--- src/rtl/uart_rx_core.sv ---
// uart_rx_core: parametrised UART receiver with majority-vote sampling, parity/framing/overrun reporting and a one-entry valid/ready output
module uart_rx_core #(
  parameter int CLKS_PER_BIT = 434,
  parameter int DATA_BITS = 8,
  parameter int PARITY = 0,
  parameter int STOP_BITS = 1
) (
  input  logic                 clk,
  input  logic                 reset,
  input  logic                 data,
  output logic [DATA_BITS-1:0] rx_data,
  output logic                 rx_valid,
  input  logic                 rx_ready,
  output logic                 parity_err,
  output logic                 frame_err,
  output logic                 overrun,
  input  logic                 err_clr,
  output logic                 busy
);
  localparam int H = CLKS_PER_BIT / 2;
  localparam int CW = $clog2(CLKS_PER_BIT);
  typedef enum logic [2:0] {S_IDLE, S_START, S_DATA, S_PAR, S_STOP, S_BRK} state_t;
  state_t state;
  logic s1, rxs, v0, v1, perr, ferr, dlv;
  logic [CW-1:0] cnt;
  logic [3:0] idx;
  logic [DATA_BITS-1:0] shift;
  logic vote, wrap, dec;
  assign vote = (v0 & v1) | (v0 & rxs) | (v1 & rxs);
  assign wrap = cnt == CW'(CLKS_PER_BIT - 1);
  assign dec = cnt == CW'(H + 1);
  assign busy = state != S_IDLE;
  // two-flop synchroniser for the asynchronous serial line, idling high
  always_ff @(posedge clk or negedge reset) begin
    if (!reset) begin
      s1 <= 1'b1;
      rxs <= 1'b1;
    end else begin
      s1 <= data;
      rxs <= s1;
    end
  end
  // receive FSM: bit timing, three-point vote, payload shift and pending error flags
  always_ff @(posedge clk or negedge reset) begin
    if (!reset) begin
      state <= S_IDLE;
      cnt <= '0;
      idx <= '0;
      v0 <= 1'b1;
      v1 <= 1'b1;
      shift <= '0;
      perr <= 1'b0;
      ferr <= 1'b0;
      dlv <= 1'b0;
    end else begin
      dlv <= 1'b0;
      if (cnt == CW'(H - 1)) v0 <= rxs;
      if (cnt == CW'(H)) v1 <= rxs;
      cnt <= (state == S_IDLE || state == S_BRK) ? ((state == S_IDLE && !rxs) ? CW'(1) : '0)
                                                 : (wrap ? '0 : cnt + CW'(1));
      case (state)
        S_IDLE: if (!rxs) begin
          state <= S_START;
          perr <= 1'b0;
          ferr <= 1'b0;
        end
        S_START: begin
          if (dec && vote) state <= S_IDLE;
          else if (wrap) begin
            state <= S_DATA;
            idx <= '0;
          end
        end
        S_DATA: begin
          if (dec) shift <= {vote, shift[DATA_BITS-1:1]};
          if (wrap) begin
            idx <= (idx == 4'(DATA_BITS - 1)) ? '0 : idx + 4'd1;
            if (idx == 4'(DATA_BITS - 1)) state <= (PARITY != 0) ? S_PAR : S_STOP;
          end
        end
        S_PAR: begin
          if (dec) perr <= (^shift ^ vote) != (PARITY == 2);
          if (wrap) state <= S_STOP;
        end
        S_STOP: begin
          if (dec && !vote) ferr <= 1'b1;
          if (dec && idx == 4'(STOP_BITS - 1)) begin
            dlv <= 1'b1;
            state <= (ferr || !vote) ? S_BRK : S_IDLE;
          end
          if (wrap) idx <= idx + 4'd1;
        end
        S_BRK: if (rxs) state <= S_IDLE;
        default: state <= S_IDLE;
      endcase
    end
  end
  // holding register: load on delivery when empty or draining, otherwise flag overrun
  always_ff @(posedge clk or negedge reset) begin
    if (!reset) begin
      rx_data <= '0;
      rx_valid <= 1'b0;
      parity_err <= 1'b0;
      frame_err <= 1'b0;
      overrun <= 1'b0;
    end else begin
      if (dlv && (!rx_valid || rx_ready)) begin
        rx_data <= shift;
        parity_err <= perr;
        frame_err <= ferr;
        rx_valid <= 1'b1;
      end else if (rx_valid && rx_ready) rx_valid <= 1'b0;
      overrun <= (dlv && rx_valid && !rx_ready) || (overrun && !err_clr);
    end
  end
endmodule

--- config.mk ---
export PLATFORM = sky130hd
export DESIGN_NAME = uart_rx_core
export DESIGN_NICKNAME = d
export VERILOG_FILES = /design/src/rtl/uart_rx_core.sv
export SDC_FILE = /design/constraint.sdc
export NUM_CORES = 1
export LEC_CHECK = 0
export CAP_MARGIN = 20
export CORE_MARGIN = 2
export CORE_UTILIZATION = 42
export CTS_CLUSTER_SIZE = 25
export DETAILED_ROUTE_END_ITERATION = 10
export GPL_ROUTABILITY_DRIVEN = 0
export HOLD_SLACK_MARGIN = 0.12
export MAX_ROUTING_LAYER = met4
export PLACE_DENSITY_LB_ADDON = 0.3
export SETUP_SLACK_MARGIN = 0.4
export SYNTH_ARGS = -nofsm -noshare
export SYNTH_HDL_FRONTEND = slang
export SYNTH_SLANG_ARGS = --single-unit
export TNS_END_PERCENT = 20
--- constraint.sdc ---
create_clock -name clk -period 2.1 [get_ports clk]
set_input_delay 0.315 -clock clk [delete_from_list [all_inputs] [get_ports clk]]
set_output_delay 0.315 -clock clk [all_outputs]
set_load 0.01 [all_outputs]
==> flow_summary.yaml, run 1 <==
outcome:
  status: "completed"
cells_and_area:
  syn2layout_area_growth_pct: 27.78
  fin_nets: 246
  fin_area_mm2: 0.002745
  multi_input_area_mm2: 0.001079
  fillerInstances: 466
  regArea_mm2: 0.001086
  antenna_cells: 0
  drive_gt1_share_pct: 30.51
synthesis:
  synthCells: 190
  synth_area_mm2: 0.002148
  synth_common_cells: "dfrtp_1, mux2_2, nor2_1"
  ys.flop_type: "dfrtp_1"
  synth_top_cell_by_area: "dfrtp_1"
  netlist_top_cells_area: "dfrtp_1, mux2_2, dfstp_2"
  ys_warn_count: 0
  synth_most_common_cell: "dfrtp_1"
  ys_seq_area_share_pct: 50.32
  synth_top_cell_area_share_pct: 45.43
  avgSynthCellArea_um2: 11.31
  synth-seq-cells: 43
  synth_edf_count: 0
  synth_cell_types: 48
  synthesis.nets: 201
  synth-async-reset-ratio_pct: 100.0
detailed_routing:
  routed_wl_mm: 4.269
  wl_per_cell_um: 13.95
  drt_iter0_markers: 145
  via_count: 1538
  drt_pass1_iterations: 4
  ant_nets: 0
  wl_met1_mm: 2.041
  topRoutingLayerUsed: "met4"
  met2_length_mm: 2.022
  met3_length_um: 146
  drt-vias-per-instance: 5.026
  drc: 0
sta:
  post-route-min-period_ps: 1913
  slew_violations: 0
  rsz0062_at_grt: "yes"
  slew_headroom_pct: 64.04
  final.setup.tns_ps: 0
  fmax_ghz: 0.5228
  finalCritPeriodShare_pct: 91.08
  finalSetupViolCount: 0
  fin_skew_ps: 6.982
  tightest_slew_ps: 539.5
  finalHoldViolCount: 0
min_path:
  hold_end: "rxs$_DFF_PN1_"
  worstHoldPathCells: 0
  min_from: "s1$_DFF_PN1_"
  hp-class: "reg -> reg"
critical_path:
  path_delay_family: "compound AO/OA/AOI/OAI gates"
  cp.arrival_ps: 2100
  rr_startpoint: "idx[0]$_DFFE_PN0P_"
  cp-end-kind: "flip-flop"
  cpPeakStageDelay_ps: 360
  start_kind: "flip-flop"
  path_max_fanout: 4
  path_cells: "buf_4, ha_1, nand3b_1, a211oi_1, o221ai_2, a21o_1, mux2_2"
  r2r.worst_path.cells: 7
  slowest_stage: "dfrtp_1"
  crit_required_ps: 2290
  critPathKind: "reg -> reg"
  r2r-end: "state[0]$_DFFE_PN0P_"
  r2r_slack_ps: 190
  critPathBufInv: 1
place:
  place_area_mm2: 0.002449
  port_buffers: 17
  post-dp-hpwl_mm: 2.610
cts:
  cts_inserted_buffers: 5
  clk_pin_slew_ps: 80
  cts_buffer_depth: 2
  cts_tree: "built"
  cts_root_buffer: "clkbuf_8"
  clock_sink_count: 43
  insertion_delay_ps: 300
  cts.htree.levels: 2
die:
  io_pins: 18
  start_util_pct: 42.88
  core-area_mm2: 0.005010
  die_area_mm2: 0.005703
  die_h_um: 75.52
  chipWidth_um: 75.52
  rows: 26
power:
  p_per_area_mw_per_mm2: 502.6
  p_leak_uw: 0.001202
  ir_worst_vdd_mv: 0.2893
global_route:
  gr-usage-all-layers_pct: 16.23
  grt_max_degree: 44
  first_global_vias: 1459
  grt_first_pass_wirelength_mm: 6.644
  antenna_found_initial: 0
  globalRouteOverflowTotal: 0
flow_run:
  max_cap_viol_count: 0
## area by class of cell
cell class              count  area share (%)
flip-flops and latches     43           39.56
multi-input cells         133           39.29
repair buffers             43           13.63
well taps                  70           3.191
clock buffers               6           2.644
inverters                   9           1.231
clock inverters             2          0.4558
## routing by layer
layer | track usage (%) | up-vias
li1 | - | 764
met1 | 20.61 | 741
met2 | 24.25 | 29
met3 | 4.762 | 4
met4 | 6.823 | 0
met5 | - | -
## flip-flops by register name, indices dropped and copies added (netlist names)
name and flops:
cnt 9, dlv 1, ferr 1, frame_err 1
idx 4, overrun 1, parity_err 1, perr 1
rx_data 8, rx_valid 1, rxs 1, s1 1
shift 8, state 3, v0 1, v1 1
## kinds of logic (layout without fill, tap and decap cells)
family                   after synthesis  count (layout)  synth area share (%)
flip-flops                            43              43                 50.32
AO/OA/AOI/OAI                         28              28                 8.621
AND/OR/NAND/NOR                       61              61                 17.01
adder cells (fa/ha/maj)                7               7                 3.960
XOR/XNOR                              15              15                 6.115
multiplexers                          22              22                 11.53
buffers and inverters                 14              60                 2.446
## worst max-delay path by stage
stage,from,endpoint,slack (ps),cells past startpoint
4_1_cts,idx[0]$_DFFE_PN0P_,state[0]$_DFFE_PN0P_,250,7
5_1_grt,idx[0]$_DFFE_PN0P_,state[0]$_DFFE_PN0P_,140,7
3_5_place_dp,cnt[8]$_DFF_PN0_,shift[5]$_DFFE_PN0P_,100,5
3_3_place_gp,cnt[8]$_DFF_PN0_,shift[7]$_DFFE_PN0P_,60,5
6_report,idx[0]$_DFFE_PN0P_,state[0]$_DFFE_PN0P_,190,7
2_1_floorplan,cnt[8]$_DFF_PN0_,shift[0]$_DFFE_PN0P_,230,5
## placed cells by master (no fill, tap or decap), types with 5 or more instances in the layout
cell             count
a21oi_1              6
buf_4               24
clkbuf_8             5
clkdlybuf4s50_1     15
dfrtp_1             35
ha_1                 5
inv_1                9
mux2_2              14
mux2_4               8
nand2_1             12
nor2_1              14
o21ai_0              6
xnor2_1             11
## power by group
part           switching (µW)  internal (µW)  leakage [µW]
clock                     290            232     0.0000412
sequential               1.70            831      0.000562
combinational            16.4           8.46      0.000599
## per-stage QoR
step / hold slack, ps / total power, µW / cells / utilization (%) / worst slack [ps]
after floorplan: 19.41 / 849.2 / 190 / - / 230.3
final: 366.9 / 1380 / 306 / 54.80 / 187.2
after global routing: 372.8 / 1435 / 306 / 54.80 / 135.5
after detailed placement: 349.0 / 873.6 / 279 / 48.88 / 95.34
after global placement: 345.8 / 873.8 / 279 / 48.88 / 62.80
after CTS: 364.9 / 1399 / 302 / 53.35 / 250.3
## timing repair
item,CTS,global route
cloned,0,0
setup buffers,14,4
endpoints found under the hold margin,39,0
pin swaps,5,6
hold buffers,1,0
gates resized for setup,6,11
setup endpoints to repair,12,14
No activity file was read; power rests on OpenSTA's default activity.
==> run 2, diff against run 1 <==
- CORE_ASPECT_RATIO: unset -> 0.75
- CTS_BUF_LIST: unset -> sky130_fd_sc_hd__clkbuf_4
==> run 2 against run 1 <==
Net effect:
- maximum frequency increased by 2.1%
- first-iteration DRC count decreased by 21%
- core utilization increased by 0.13 points
- global-route usage increased by 0.89 points
- critical path depth unchanged
- clock skew increased by 4.0 ps
- non-clock buffer count decreased by 5
- critical path type unchanged
- largest cell class unchanged
- largest power group unchanged
==> flow_summary.yaml, run 2 (synthesis results as in run 1) <==
power:
  p_leak_uw: 0.001192
  ir_worst_vdd_mv: 0.3498
  power_uw: 1389
  p_per_area_mw_per_mm2: 516.1
sta:
  fin_skew_ps: 10.93
  slew_violations: 0
  finalHoldViolCount: 0
  fmax_ghz: 0.5339
  tightest_slew_ps: 478.7
  slew_headroom_pct: 68.09
  rsz0062_at_grt: "yes"
  final.setup.tns_ps: 0
  finalSetupViolCount: 0
  finalCritPeriodShare_pct: 89.19
  post-route-min-period_ps: 1873
  fin_hold_ws_ps: 348.5
min_path:
  worstHoldPathCells: 1
  hold_end: "s1$_DFF_PN1_"
  hp-class: "in -> reg"
  min_from: "data"
place:
  post-dp-hpwl_mm: 2.833
  port_buffers: 17
  place_area_mm2: 0.002449
critical_path:
  path_delay_family: "simple AND/OR/NAND/NOR gates"
  slowest_stage: "dfrtp_1"
  critPathBufInv: 1
  r2r_slack_ps: 230
  critPathKind: "reg -> reg"
  r2r-end: "state[2]$_DFFE_PN0P_"
  start_kind: "flip-flop"
  cpPeakStageDelay_ps: 410
  rr_startpoint: "idx[0]$_DFFE_PN0P_"
  r2r.worst_path.cells: 7
  cp.arrival_ps: 2130
  cp-end-kind: "flip-flop"
  path_max_fanout: 3
  path_cells: "inv_1, ha_1, or3b_4, nor3_4, o221ai_2, a21o_1, mux2_2"
  crit_required_ps: 2350
cts:
  cts_root_buffer: "clkbuf_4"
  cts.htree.levels: 2
  insertion_delay_ps: 360
  clock_sink_count: 43
  cts_tree: "built"
  cts_buffer_depth: 2
  cts_inserted_buffers: 5
  clk_pin_slew_ps: 130
cells_and_area:
  fin_area_mm2: 0.002691
  largest-register: "cnt"
  syn2layout_area_growth_pct: 25.28
  final_core_util_pct: 54.93
  mostFrequentLayoutCell: "dfrtp_1"
  drive_gt1_share_pct: 28.57
  fin_nets: 241
  largest_register_ffs: 9
  antenna_cells: 0
  reg_top3: "cnt x9, rx_data x8, shift x8"
  final_cell_mix: "dfrtp_1, buf_4, clkdlybuf4s50_1"
flow_run:
  max_cap_viol_count: 0
detailed_routing:
  drt_pass1_iterations: 4
  ant_nets: 0
  drt_iter0_markers: 114
  drt-vias-per-instance: 5.220
  routed_wl_mm: 4.126
  wl_per_cell_um: 14.18
  via_count: 1519
  drc: 0
die:
  die_area_mm2: 0.005709
  io_pins: 18
  core-area_mm2: 0.004900
  start_util_pct: 43.85
  chipWidth_um: 86.59
  die_h_um: 65.94
  rows: 22
outcome:
  status: "completed"
global_route:
  grt_first_pass_wirelength_mm: 7.258
  first_global_vias: 1496
  antenna_found_initial: 0
  gr-usage-all-layers_pct: 17.12
  grt_max_degree: 25
  globalRouteOverflowTotal: 0
==> run 2: layout make-up <==
| class | instances | area, µm² |
|---|---|---|
| fill | 447 | 2208 |
| sequential | 43 | 1085 |
| multi-input combinational | 133 | 1076 |
| timing repair buffer | 38 | 340.3 |
| tap | 60 | 75.07 |
| clock inverter | 3 | 43.79 |
| clock buffer | 5 | 37.54 |
| inverter | 9 | 33.78 |
==> run 2: worst register-to-register path, cell delays in order (launching register included) <==
cell and delay, ps:
dfrtp_1 410, inv_1 70, ha_1 130, or3b_4 390
nor3_4 180, o221ai_2 130, a21o_1 190, mux2_2 270
==> run 2: power breakdown <==
part / internal, µW / total, µW / switching (µW)
logic: 10.9 / 27.9 / 17.0
registers: 832 / 834 / 1.92
clock network: 251 / 527 / 277
==> run 2: metrics by stage <==
step,setup WS [ps],instances
4_1_cts,201.6,287
6_report,226.9,291
2_1_floorplan,230.3,190
5_1_grt,135.8,291
3_5_place_dp,100.5,269
3_3_place_gp,72.09,269
==> run 2: worst max-delay path by stage <==
stage | from | to | slack [ps] | cells after the start
after floorplan | cnt[8]$_DFF_PN0_ | shift[0]$_DFFE_PN0P_ | 230 | 5
after global routing | idx[0]$_DFFE_PN0P_ | state[0]$_DFFE_PN0P_ | 140 | 7
final | idx[0]$_DFFE_PN0P_ | state[2]$_DFFE_PN0P_ | 230 | 7
after detailed placement | cnt[8]$_DFF_PN0_ | shift[0]$_DFFE_PN0P_ | 100 | 5
after CTS | cnt[5]$_DFF_PN0_ | shift[7]$_DFFE_PN0P_ | 200 | 6
after global placement | cnt[8]$_DFF_PN0_ | shift[7]$_DFFE_PN0P_ | 70 | 5
==> run 2: repair_timing <==
action	CTS	global route
buffers inserted	9	4
endpoints found under the hold margin	15	0
pin swaps	5	6
resized for setup	15	1
endpoints found under the setup margin	13	17
hold buffers	1	0
==> run 2: layer usage <==
metal / vias up / routed length [µm] / global-route usage [%]
met5: - / 0 / -
met4: 0 / 75 / 6.445
met3: 7 / 133 / 3.745
met2: 28 / 1661 / 22.40
met1: 735 / 2255 / 25.62
li1: 749 / - / -
==> run 3, diff against run 2 <==
- PLACE_DENSITY_LB_ADDON: 0.3 -> unset
==> run 3 against run 2 <==
Net effect:
- register-to-register slack better by 20 ps
- largest cell class is now multi-input combinational cells
- highest routed layer unchanged
- final area is 0.23% higher
- clock power is 23% lower
- via count up 3.2%
- worst setup slack better by 20 ps
- wire length is 11% higher
==> flow_summary.yaml, run 3 (synthesis results as in run 1) <==
outcome:
  status: "completed"
cts:
  insertion_delay_ps: 350
  cts_buffer_depth: 2
  clk_pin_slew_ps: 130
  cts_root_buffer: "clkbuf_4"
  cts_inserted_buffers: 5
  cts_tree: "built"
  cts.htree.levels: 2
  clock_sink_count: 43
global_route:
  met1_usage_pct: 23.70
  use_met3_pct: 3.745
  first_global_vias: 1614
  grt_first_pass_wirelength_mm: 7.679
  grt_max_degree: 44
  globalRouteOverflowTotal: 0
  antenna_found_initial: 0
  top_usage_layer: "met2"
  met2_usage_pct: 27.21
  gr-usage-all-layers_pct: 17.68
die:
  die_h_um: 65.94
  core-area_mm2: 0.004900
  io_pins: 18
  die_area_mm2: 0.005709
  chipWidth_um: 86.59
  rows: 22
  start_util_pct: 43.85
sta:
  finalSetupViolCount: 0
  finalHoldViolCount: 0
  fmax_ghz: 0.5395
  fin_hold_ws_ps: 358.0
  rsz0062_at_grt: "yes"
  final.setup.tns_ps: 0
  timing.final.ws_setup_ps: 246.5
  slew_violations: 0
  slew_headroom_pct: 69.57
  tightest_slew_ps: 455.3
  finalCritPeriodShare_pct: 88.26
  fin_skew_ps: 4.669
  post-route-min-period_ps: 1854
detailed_routing:
  ant_nets: 0
  drt_iter0_markers: 59
  drc: 0
  via_count: 1567
  drt-vias-per-instance: 5.348
  wl_per_cell_um: 15.58
  routed_wl_mm: 4.566
  drt_pass1_iterations: 4
cells_and_area:
  antenna_cells: 0
  drive_gt1_share_pct: 31.33
  reg_top3: "cnt x9, rx_data x8, shift x8"
  mostFrequentLayoutCell: "dfrtp_1"
  regArea_mm2: 0.001086
  syn2layout_area_growth_pct: 25.57
  fillerInstances: 415
  largest-register: "cnt"
  multi_input_area_mm2: 0.001090
  fin_nets: 243
  largest_register_ffs: 9
  final_cell_mix: "dfrtp_1, buf_4, mux2_2"
critical_path:
  rr_startpoint: "idx[1]$_DFFE_PN0P_"
  crit_required_ps: 2350
  r2r-end: "state[2]$_DFFE_PN0P_"
  r2r_slack_ps: 250
  cp-end-kind: "flip-flop"
  cp.arrival_ps: 2100
  start_kind: "flip-flop"
  path_max_fanout: 3
  critPathKind: "reg -> reg"
  r2r.worst_path.cells: 7
power:
  p_per_area_mw_per_mm2: 470.7
  p_leak_uw: 0.001183
  ir_worst_vdd_mv: 0.3448
place:
  post-dp-hpwl_mm: 2.988
  pre_cts_slack_ps: 84.89
  port_buffers: 17
min_path:
  min_from: "data"
  hold_end: "s1$_DFF_PN1_"
  worstHoldPathCells: 1
  hp-class: "in -> reg"
flow_run:
  max_cap_viol_count: 0
run 3: cell types whose count changed in the layout (fill, tap and decap cells not counted), sizes merged:
cell	before	now
clkinv	2	1
buf	21	23
clkbuf	5	6
bufinv	1	0
clkinvlp	0	1
run 3: how the worst max path moves through the flow:
stage / cells past startpoint / start / endpoint / slack, ps
after floorplan: 5 / cnt[8]$_DFF_PN0_ / shift[0]$_DFFE_PN0P_ / 230
after global placement: 5 / cnt[8]$_DFF_PN0_ / shift[5]$_DFFE_PN0P_ / 40
after detailed placement: 5 / cnt[8]$_DFF_PN0_ / shift[0]$_DFFE_PN0P_ / 80
after CTS: 7 / cnt[0]$_DFF_PN0_ / state[2]$_DFFE_PN0P_ / 260
after global routing: 7 / idx[1]$_DFFE_PN0P_ / state[0]$_DFFE_PN0P_ / 150
final: 7 / idx[1]$_DFFE_PN0P_ / state[2]$_DFFE_PN0P_ / 250
run 3: power breakdown:
part / internal [µW] / switching (µW)
combinational: 11.2 / 16.8
clock: 142 / 266
sequential: 832 / 2.11
total: 985 / 285
run 3: layout make-up:
cell class / instances / share of cell area (%)
Multi-Input combinational cell: 133 / 40.40
Sequential cell: 43 / 40.26
Timing Repair Buffer: 40 / 13.17
Tap cell: 60 / 2.783
Clock buffer: 6 / 1.670
Inverter: 9 / 1.252
Clock inverter: 2 / 0.4638
run 3: routing by layer:
metal  routed length (µm)  vias to the layer above  share of wire (%)
li1                     -                      757                  -
met1                 2181                      767                 48
met2                 2109                       33                 46
met3                  202                       10                4.4
met4                   72                        0                1.6
met5                    0                        -                  0
run 3: worst max-delay path: stages, from the launching register on:
cell	delay, ps
dfrtp_1	390
buf_4	130
ha_1	180
nand3b_1	160
a211oi_2	290
o221ai_2	140
a21o_1	190
mux2_2	270
run 3: per-stage QoR:
step / area (µm²) / std cells / total power, µW / util [%]
detailed placement: 2426 / 266 / 877.1 / 49.51
global route: 2698 / 293 / 1337 / 55.06
CTS: 2619 / 288 / 1291 / 53.45
finish: 2698 / 293 / 1270 / 55.06
floorplan: 2162 / 190 / 849.2 / -
global placement: 2426 / 266 / 876.6 / 49.51
run 3: what timing repair did:
item,4_1_cts,5_1_grt
hold buffers,1,0
endpoints found under the setup margin,23,18
pin swaps,6,8
hold endpoints to repair,39,0
resized for setup,11,9
buffers inserted,13,5
